File: src/rtl/pifwb_i2c_bridge.sv
// PIF Wishbone/I2C bridge: drives the EFB hard-I2C slave over Wishbone, decodes received
// I2C bytes into address/data commands and presents the XI register-interface strobes.
module pifwb_i2c_bridge #(
    parameter logic [7:0]           EFB_BASE    = 8'h40,
    parameter int unsigned          XA_BITS     = 3,
    parameter int unsigned          SUBA_BITS   = 3,
    parameter int unsigned          TYPE_BITS   = 2,
    parameter logic [TYPE_BITS-1:0] A_CODE      = 2'b01,
    parameter logic [TYPE_BITS-1:0] D_CODE      = 2'b10,
    parameter int unsigned          ACK_TIMEOUT = 255,
    parameter int unsigned          ERRCNT_BITS = 8
) (
    input  logic                   xclk,
    input  logic                   rst,
    output logic                   wb_cyc_o,
    output logic                   wb_stb_o,
    output logic                   wb_we_o,
    output logic [7:0]             wb_adr_o,
    output logic [7:0]             wb_dat_o,
    input  logic [7:0]             wb_dat_i,
    input  logic                   wb_ack_i,
    input  logic [7:0]             XO,
    output logic                   XI_PWr,
    output logic [XA_BITS-1:0]     XI_PRWA,
    output logic [7-TYPE_BITS:0]   XI_PD,
    output logic                   XI_PRdFinished,
    output logic [SUBA_BITS-1:0]   XI_PRdSubA,
    output logic [SUBA_BITS-1:0]   XI_PWrSubA,
    output logic                   err_timeout,
    output logic [ERRCNT_BITS-1:0] err_count
);

    localparam int unsigned PD_BITS  = 8 - TYPE_BITS;
    localparam int unsigned TMO_BITS = $clog2(ACK_TIMEOUT + 1);
    localparam logic [TMO_BITS-1:0] TMO_LAST = TMO_BITS'(ACK_TIMEOUT - 1);

    localparam logic [7:0] ADR_CMDR = EFB_BASE + 8'd1;
    localparam logic [7:0] ADR_TXDR = EFB_BASE + 8'd4;
    localparam logic [7:0] ADR_SR   = EFB_BASE + 8'd5;
    localparam logic [7:0] ADR_RXDR = EFB_BASE + 8'd7;

    typedef enum logic [3:0] {
        StStart, StInitSr, StInitRx1, StInitRx2, StInitCe, StIdle,
        StDispatch, StIn0, StOut0, StOut1, StRd, StWr
    } state_e;

    state_e                 state_q, state_d, ret_q, ret_d;
    logic                   cyc_q, cyc_d, stb_q, stb_d, we_q, we_d;
    logic [7:0]             adr_q, adr_d, dat_q, dat_d, in_byte_q, in_byte_d;
    logic                   busy_q, busy_d, txrdy_q, txrdy_d, rxrdy_q, rxrdy_d;
    logic                   lastnak_q, lastnak_d;
    logic [TMO_BITS-1:0]    tmo_q, tmo_d;
    logic [XA_BITS-1:0]     prwa_q, prwa_d;
    logic [PD_BITS-1:0]     pd_q, pd_d;
    logic                   pwr_q, pwr_d, rdfin_q, rdfin_d, errto_q, errto_d;
    logic [SUBA_BITS-1:0]   rdsub_q, rdsub_d, wrsub_q, wrsub_d;
    logic [ERRCNT_BITS-1:0] errcnt_q, errcnt_d;

    // Bus-cycle request raised by the sequencing states, applied after the state decode.
    logic                   go_rd, go_wr;
    logic [7:0]             go_adr, go_dat;
    state_e                 go_ret;
    logic                   sr_busy;
    logic [TYPE_BITS-1:0]   in_type;

    assign sr_busy = wb_dat_i[6];
    assign in_type = in_byte_q[7 -: TYPE_BITS];

    // State and all registered outputs; reset drops the bus strobes immediately.
    always_ff @(posedge xclk or posedge rst) begin
        if (rst) begin
            state_q   <= StStart;
            ret_q     <= StStart;
            cyc_q     <= 1'b0;
            stb_q     <= 1'b0;
            we_q      <= 1'b0;
            adr_q     <= 8'h00;
            dat_q     <= 8'h00;
            in_byte_q <= 8'h00;
            busy_q    <= 1'b0;
            txrdy_q   <= 1'b0;
            rxrdy_q   <= 1'b0;
            lastnak_q <= 1'b0;
            tmo_q     <= '0;
            prwa_q    <= '0;
            pd_q      <= '0;
            pwr_q     <= 1'b0;
            rdfin_q   <= 1'b0;
            errto_q   <= 1'b0;
            rdsub_q   <= '0;
            wrsub_q   <= '0;
            errcnt_q  <= '0;
        end else begin
            state_q   <= state_d;
            ret_q     <= ret_d;
            cyc_q     <= cyc_d;
            stb_q     <= stb_d;
            we_q      <= we_d;
            adr_q     <= adr_d;
            dat_q     <= dat_d;
            in_byte_q <= in_byte_d;
            busy_q    <= busy_d;
            txrdy_q   <= txrdy_d;
            rxrdy_q   <= rxrdy_d;
            lastnak_q <= lastnak_d;
            tmo_q     <= tmo_d;
            prwa_q    <= prwa_d;
            pd_q      <= pd_d;
            pwr_q     <= pwr_d;
            rdfin_q   <= rdfin_d;
            errto_q   <= errto_d;
            rdsub_q   <= rdsub_d;
            wrsub_q   <= wrsub_d;
            errcnt_q  <= errcnt_d;
        end
    end

    // Next-state: sequencing, Wishbone handshake with timeout, SR decode and XI updates.
    always_comb begin
        state_d   = state_q;
        ret_d     = ret_q;
        cyc_d     = cyc_q;
        stb_d     = stb_q;
        we_d      = we_q;
        adr_d     = adr_q;
        dat_d     = dat_q;
        in_byte_d = in_byte_q;
        busy_d    = busy_q;
        txrdy_d   = txrdy_q;
        rxrdy_d   = rxrdy_q;
        lastnak_d = lastnak_q;
        tmo_d     = tmo_q;
        prwa_d    = prwa_q;
        pd_d      = pd_q;
        pwr_d     = 1'b0;
        rdfin_d   = 1'b0;
        errto_d   = 1'b0;
        rdsub_d   = rdsub_q;
        wrsub_d   = wrsub_q;
        errcnt_d  = errcnt_q;
        go_rd     = 1'b0;
        go_wr     = 1'b0;
        go_adr    = 8'h00;
        go_dat    = 8'h00;
        go_ret    = StIdle;

        // Subaddresses advance the clock after their strobe; an address byte overrides below.
        if (pwr_q)   wrsub_d = wrsub_q + 1'b1;
        if (rdfin_q) rdsub_d = rdsub_q + 1'b1;

        case (state_q)
            StStart: begin
                go_wr = 1'b1; go_adr = ADR_CMDR; go_dat = 8'h04; go_ret = StInitSr;
            end
            StInitSr: begin
                go_rd = 1'b1; go_adr = ADR_SR; go_ret = StInitSr;
            end
            StInitRx1: begin
                go_rd = 1'b1; go_adr = ADR_RXDR; go_ret = StInitRx2;
            end
            StInitRx2: begin
                go_rd = 1'b1; go_adr = ADR_RXDR; go_ret = StInitCe;
            end
            StInitCe: begin
                go_wr = 1'b1; go_adr = ADR_CMDR; go_dat = 8'h00; go_ret = StIdle;
            end
            StIdle: begin
                go_rd = 1'b1; go_adr = ADR_SR; go_ret = StIdle;
            end
            StDispatch: begin
                if (lastnak_q) begin
                    state_d = StStart;
                end else if (txrdy_q) begin
                    go_wr = 1'b1; go_adr = ADR_TXDR; go_dat = XO; go_ret = StOut0;
                end else if (rxrdy_q) begin
                    go_rd = 1'b1; go_adr = ADR_RXDR; go_ret = StIn0;
                end else if (!busy_q) begin
                    state_d = StStart;
                end else begin
                    go_rd = 1'b1; go_adr = ADR_SR; go_ret = StDispatch;
                end
            end
            StIn0: begin
                if (in_type == A_CODE) begin
                    prwa_d  = in_byte_q[XA_BITS-1:0];
                    rdsub_d = '0;
                    wrsub_d = '0;
                end else if (in_type == D_CODE) begin
                    pd_d  = in_byte_q[PD_BITS-1:0];
                    pwr_d = 1'b1;
                end
                state_d = StIdle;
            end
            StOut0: begin
                rdfin_d = 1'b1;
                state_d = StOut1;
            end
            StOut1: begin
                state_d = StIdle;
            end
            StRd, StWr: begin
                if (wb_ack_i) begin
                    cyc_d   = 1'b0;
                    stb_d   = 1'b0;
                    we_d    = 1'b0;
                    tmo_d   = '0;
                    state_d = ret_q;
                    if (state_q == StRd && adr_q == ADR_SR) begin
                        // Flags come from this ack's data, not from an earlier read.
                        busy_d    = wb_dat_i[6];
                        txrdy_d   = wb_dat_i[6] & wb_dat_i[2] & wb_dat_i[4] & ~wb_dat_i[7];
                        rxrdy_d   = wb_dat_i[6] & wb_dat_i[2] & ~wb_dat_i[4];
                        lastnak_d = wb_dat_i[6] & wb_dat_i[5] & wb_dat_i[4] & wb_dat_i[1];
                        // Polling reads choose their follow-up from the fresh busy bit.
                        if (ret_q == StIdle) begin
                            state_d = sr_busy ? StDispatch : StIdle;
                        end else if (ret_q == StInitSr) begin
                            state_d = sr_busy ? StInitSr : StInitRx1;
                        end
                    end
                    if (state_q == StRd && adr_q == ADR_RXDR) begin
                        in_byte_d = wb_dat_i;
                    end
                end else if (tmo_q == TMO_LAST) begin
                    cyc_d   = 1'b0;
                    stb_d   = 1'b0;
                    we_d    = 1'b0;
                    tmo_d   = '0;
                    errto_d = 1'b1;
                    if (errcnt_q != '1) errcnt_d = errcnt_q + 1'b1;
                    state_d = StStart;
                end else begin
                    tmo_d = tmo_q + 1'b1;
                end
            end
            default: state_d = StStart;
        endcase

        if (go_rd || go_wr) begin
            cyc_d   = 1'b1;
            stb_d   = 1'b1;
            we_d    = go_wr;
            adr_d   = go_adr;
            dat_d   = go_dat;
            ret_d   = go_ret;
            tmo_d   = '0;
            state_d = go_wr ? StWr : StRd;
        end
    end

    assign wb_cyc_o       = cyc_q;
    assign wb_stb_o       = stb_q;
    assign wb_we_o        = we_q;
    assign wb_adr_o       = adr_q;
    assign wb_dat_o       = dat_q;
    assign XI_PWr         = pwr_q;
    assign XI_PRWA        = prwa_q;
    assign XI_PD          = pd_q;
    assign XI_PRdFinished = rdfin_q;
    assign XI_PRdSubA     = rdsub_q;
    assign XI_PWrSubA     = wrsub_q;
    assign err_timeout    = errto_q;
    assign err_count      = errcnt_q;

endmodule

File: config.mk
export PLATFORM = sky130hd
export DESIGN_NAME = pifwb_i2c_bridge
export DESIGN_NICKNAME = d
export VERILOG_FILES = /design/src/rtl/pifwb_i2c_bridge.sv
export SDC_FILE = /design/constraint.sdc
export NUM_CORES = 1
export LEC_CHECK = 0
export ABC_AREA = 1
export BUFFER_PORTS_ARGS = -buffer_cell sky130_fd_sc_hd__buf_4
export CORE_MARGIN = 5
export CORE_UTILIZATION = 30
export CTS_CLUSTER_DIAMETER = 40
export DETAILED_ROUTE_END_ITERATION = 6
export PLACE_DENSITY = 0.48
export SETUP_SLACK_MARGIN = 0.4
export SKIP_LAST_GASP = 1
export SLEW_MARGIN = 40
export SYNTH_ARGS = -nofsm -noshare
export SYNTH_HDL_FRONTEND = slang
export SYNTH_SLANG_ARGS = --single-unit
export TNS_END_PERCENT = 5
File: constraint.sdc
create_clock -name xclk -period 2.6 [get_ports xclk]
set_input_delay 0.13 -clock xclk [delete_from_list [all_inputs] [get_ports xclk]]
set_output_delay 0.13 -clock xclk [all_outputs]
set_load 0.1 [all_outputs]
# Word-level counts from Yosys, hierarchy flattened
# Cells that the tools add are included.
[totals] elab_cells=137 regBits=72
[op_classes] mux=57 n_addsub=4 bitwise_logic=11 eq_ne=24 reduce_logical=21
[ops] operator="4-bit two-way mux" n=12
[ops] operator="8-bit two-way mux" n=6
[ops] operator="7-bit two-way mux" n=4
[ops] operator="7-bit case mux with 4 select lines" n=1
[ops] operator="4-bit by 3-bit == test with 1-bit output, second input constant" n=5
[ops] operator="4-bit case mux with 5 select lines" n=1
[ops] operator="1-bit two-way mux" n=19
[ops] operator="3-bit two-way mux" n=6
[ops] operator="8-bit by 1-bit adder with 8-bit output, second input constant" n=2
[ops] operator="4-bit == test, second input constant" n=4
[ops] operator="8-bit by 7-bit == test with 1-bit output, second input constant" n=2
[ops] operator="4-bit inequality test, second input constant" n=4
[ops] operator="4-bit case mux with 4 select lines" n=1
[ops] operator="8-bit case mux with 2 select lines" n=1
[ops] operator="2-bit OR reduction" n=6
[ops] operator="3-bit AND reduction" n=3
[ops] operator="4-bit by 1-bit == test with 1-bit output, second input constant" n=2
[ops] operator="4-bit by 2-bit == test with 1-bit output, second input constant" n=2
[ops] operator="8-bit == test, second input constant" n=1
[ops] operator="2-bit two-way mux" n=4
[ops] operator="8-bit inequality test, second input constant" n=1
[ops] operator="1-bit bitwise AND" n=7
[ops] operator="3-bit by 1-bit adder with 3-bit output, second input constant" n=2
[ops] operator="6-bit OR reduction" n=1
[ops] operator="other kinds (14)" n=20

# Depth between registers and ports, before layout
[depth] word_depth=8 ltp_mapped=10 mapped_depth_nobuf=9

# Least setup slack after synthesis
# Ideal clock, no wire load.
[synth_path] path_type="register -> register" from="reg errcnt_q[0] (netlist: err_count[0])" to="reg errcnt_q[2] (netlist: err_count[2])" setup_ps=123 slack_ps=434 path_buffers=1 path_stages_with_launch=10 period_less_slack_ps=2166 arrival_time_ps=2043 cell_sequence="dfrtp_1 ha_1 inv_1 nor2_1 nand4_1 nand2_2 nor3_4 buf_6 nand2_1 o21ai_1"
[synth_between] elab_chain_len=2 word_cells_on_any_way=3 cone_classes="add/sub: 1; eq/ne: 1; reduce/logical: 1"
[synth_rtl] item="start, declared" line_no="57" rtl="logic [ERRCNT_BITS-1:0] errcnt_q, errcnt_d;"
[synth_rtl] item="start signal, assigned" line_no="114" rtl="errcnt_q <= errcnt_d;"
[synth_rtl] item="branches (longest 2 deep; another with 8-bit by 1-bit adder with 8-bit output)"
# Several ways; the timed one is not identified.
# A chain may end at the register's enable or synchronous reset.

# Final worst setup path
[layout_path] from="reg tmo_q[0]" to="reg errcnt_q[7] (netlist: err_count[7])"
[layout_between] elab_chain_len=2
[layout_rtl] item="start, declared" line_no="52" rtl="logic [TMO_BITS-1:0] tmo_q, tmo_d;"
[layout_rtl] item="start signal, assigned" line_no="106" rtl="tmo_q <= tmo_d;"
[layout_rtl] item="8-bit == test" line_no="224" rtl="end else if (tmo_q == TMO_LAST) begin"
[layout_rtl] item="4-bit AND reduction (no line)"
# Every way passes these cells.

==> results.cfg <==
[global_route]
top_usage_layer = met2
grt_pass1_vias = 2664
antenna_found_initial = 0
grt.overflow.total = 0
met1_usage_pct = 16.2
met3_usage_pct = 3.45
grt_pass1_wl_um = 12700
grt_usage_pct = 12.3
grt_max_degree = 44
use_met2_pct = 18.6

[power]
p_leak_uw = 0.00208
power_density_nw_per_um2 = 1190
ir_worst_vdd_mv = 0.880

[clock_tree]
post-cts-setup-buffers = 0
clock_sink_count = 68
clock-root-buffer = clkbuf_8
cts.repair.resized = 0
cts_max_level = 3
path_clk_slew_ns = 0.08
cts_buffers = 9
cts_tree = yes
cts_hold_buf = 10
clockBufferDepth = 2
clock_latency_ns = 0.35

[timing]
rsz0062_at_grt = no
finalMaxSlewViolations = 0
tns_ns = 0
period_needed_ns = 1.77
finalCritPeriodShare_pct = 68.2
hold_viol_final = 0
finalSetupViolations = 0
fin_skew_ns = 0.0118
worst_pin_slew_ns = 0.593
timing.fmax_mhz = 564
relSlewSlack_pct = 60.4

[logic_synthesis]
syn_avg_cell_area_um2 = 8.87
synth-warning-count = 0
ys_ff_latch = 68
syn_area_um2 = 3240
synth-edff-count = 0
synth_area_leaders = dfrtp_1 (53%), nand2_1 (10%), inv_1 (4.8%), xor2_1 (3.2%), nand3_1 (3.1%)
syn_inst = 365
synth.distinct_cells = 37
synth_ff_type = dfrtp_1
synth_async_sr_flop_share_pct = 100
synth_area_leader_cell = dfrtp_1
yosysSeqAreaShare_pct = 52.6
synth_top_area_share_pct = 52.6

[critical_path]
arrival_ns = 1.99
r2r_setup_slack_ns = 0.83
path_buf_inv = 1
slowest_delay_ns = 0.50
endpoint_kind = register
crit_family = simple AND/OR/NAND/NOR gates
path_cells = inv_1 -> ha_1 -> nand2_1 -> nor2_1 -> nand4_2 -> nor3_4 -> o21ai_0
worstSetupPathType = reg2reg
required_ns = 2.81
startpoint_type = register
slowest_stage = nor3_4
path_max_fanout = 14

[die]
initial_utilization_pct = 30.3
die_area_um2 = 13000
num_io_pins = 64
die_h_um = 114
core_um2 = 10700
rows = 38
fp.dieW_um = 114

[cells_and_area]
fillers = 1092
drive_gt1_share_pct = 22.7
diodes = 0
nNetsFinal = 463
utilization_pct = 38.7
synthToLayoutAreaGrowth_pct = 28.0

[outcome]
status = complete, no violations

[routing]
drt-total-wl_um = 7450
drc = 0
drt_iter0_markers = 98
firstDrtPassIters = 4
detail_route.wl_per_cell_um = 12.8
vias_per_cell = 4.43
drt.antenna.violating_nets = 0
vias = 2588

[place]
place.gp.congestion = 0.785
hpwlAfterDp_um = 5290
io_buffer_count = 59

[job]
maxCapViolations = 0

[min_path]
hold_class = in2reg
## worst min-delay path, stage by stage
cell	delay, ns
buf_4	0.11
inv_1	0.04
o21ai_1	0.06
## per-layer routing
layer	vias to the layer above	wire, um
met5	-	0
met4	0	157
met3	16	458
met2	54	3280
met1	1199	3550
li1	1319	-
## cells by family after synthesis
family                   synth area share, %
adder cells (fa/ha/maj)                 1.93
AND/OR/NAND/NOR                         23.1
AO/OA/AOI/OAI                           9.63
other                                  0.116
XOR/XNOR                                4.06
buffers and inverters                   7.96
flip-flops                              52.6
multiplexers                           0.619
## cell usage after synthesis (all sizes together) (5+ instances only)
| master | number |
|---|---|
| ha | 5 |
| nor3 | 5 |
| nand2 | 92 |
| nor2 | 31 |
| dfrtp | 68 |
| a21oi | 10 |
| buf | 10 |
| nand4 | 8 |
| o21ai | 32 |
| xor2 | 12 |
| inv | 47 |
| nand3 | 22 |
## stage by stage
| step | setup slack [ns] | hold slack [ns] | cell area, um2 | std cells | total power, uW |
|---|---|---|---|---|---|
| detailed placement | 0.839 | 0.255 | 3800 | 558 | 3890 |
| floorplan | 0.434 | 0.200 | 3250 | 368 | 3420 |
| CTS | 0.803 | 0.000507 | 4140 | 584 | 4980 |
| global placement | 0.859 | 0.251 | 3800 | 558 | 3880 |
| finish | 0.827 | 0.0192 | 4140 | 584 | 4920 |
| global route | 0.624 | 0.0186 | 4140 | 584 | 5230 |
## layout by cell type, fill, tap and decap left out, types with 4 or more instances in the layout
| cell type | instances |
|---|---|
| inv_1 | 40 |
| nand4_1 | 7 |
| dlygate4sd3_1 | 10 |
| inv_2 | 7 |
| conb_1 | 4 |
| o21ai_0 | 19 |
| nand3_1 | 20 |
| xor2_1 | 12 |
| nand2_1 | 89 |
| a21oi_1 | 10 |
| o21ai_1 | 12 |
| dfrtp_1 | 68 |
| buf_4 | 59 |
| clkbuf_8 | 9 |
| ha_1 | 5 |
| nor2_1 | 25 |
| nor2_4 | 4 |
## registers in the layout, indices dropped and copies added, names as in the netlist
| signal | cells |
|---|---|
| busy_q | 1 |
| lastnak_q | 1 |
| wb_dat_o | 8 |
| rxrdy_q | 1 |
| XI_PRdFinished | 1 |
| txrdy_q | 1 |
| wb_we_o | 1 |
| tmo_q | 8 |
| in_byte_q | 8 |
| XI_PRWA | 3 |
| XI_PWrSubA | 3 |
| wb_stb_o | 1 |
| XI_PWr | 1 |
| XI_PD | 6 |
| XI_PRdSubA | 3 |
| wb_adr_o | 4 |
| err_count | 8 |
| state_q | 4 |
| ret_q | 4 |
| err_timeout | 1 |
## cell type report
class	count	area [um2]	area share [%]
Timing Repair Buffer	70	563	13.6
Tap cell	140	175	4.23
Clock inverter	7	115	2.78
Clock buffer	9	124	2.99
Inverter	47	176	4.26
Sequential cell	68	1700	41.1
Multi-Input combinational cell	243	1290	31.1
## worst paths after layout
check,from,to,cells after the start
max,tmo_q[0],err_count[7],7
min,wb_dat_i[3],in_byte_q[3],3
max reg2reg,tmo_q[0],err_count[7],7
min reg2reg,in_byte_q[4],XI_PD[4],2
max in group asynchronous,rst,XI_PWrSubA[1],4
min in group asynchronous,rst,err_count[6],3
## where the power goes
part	switching, uW	internal, uW
registers	233	1350
logic	1750	529
clock network	425	633
total	2410	2510
Note: power is estimated with default switching activity, not from simulation.
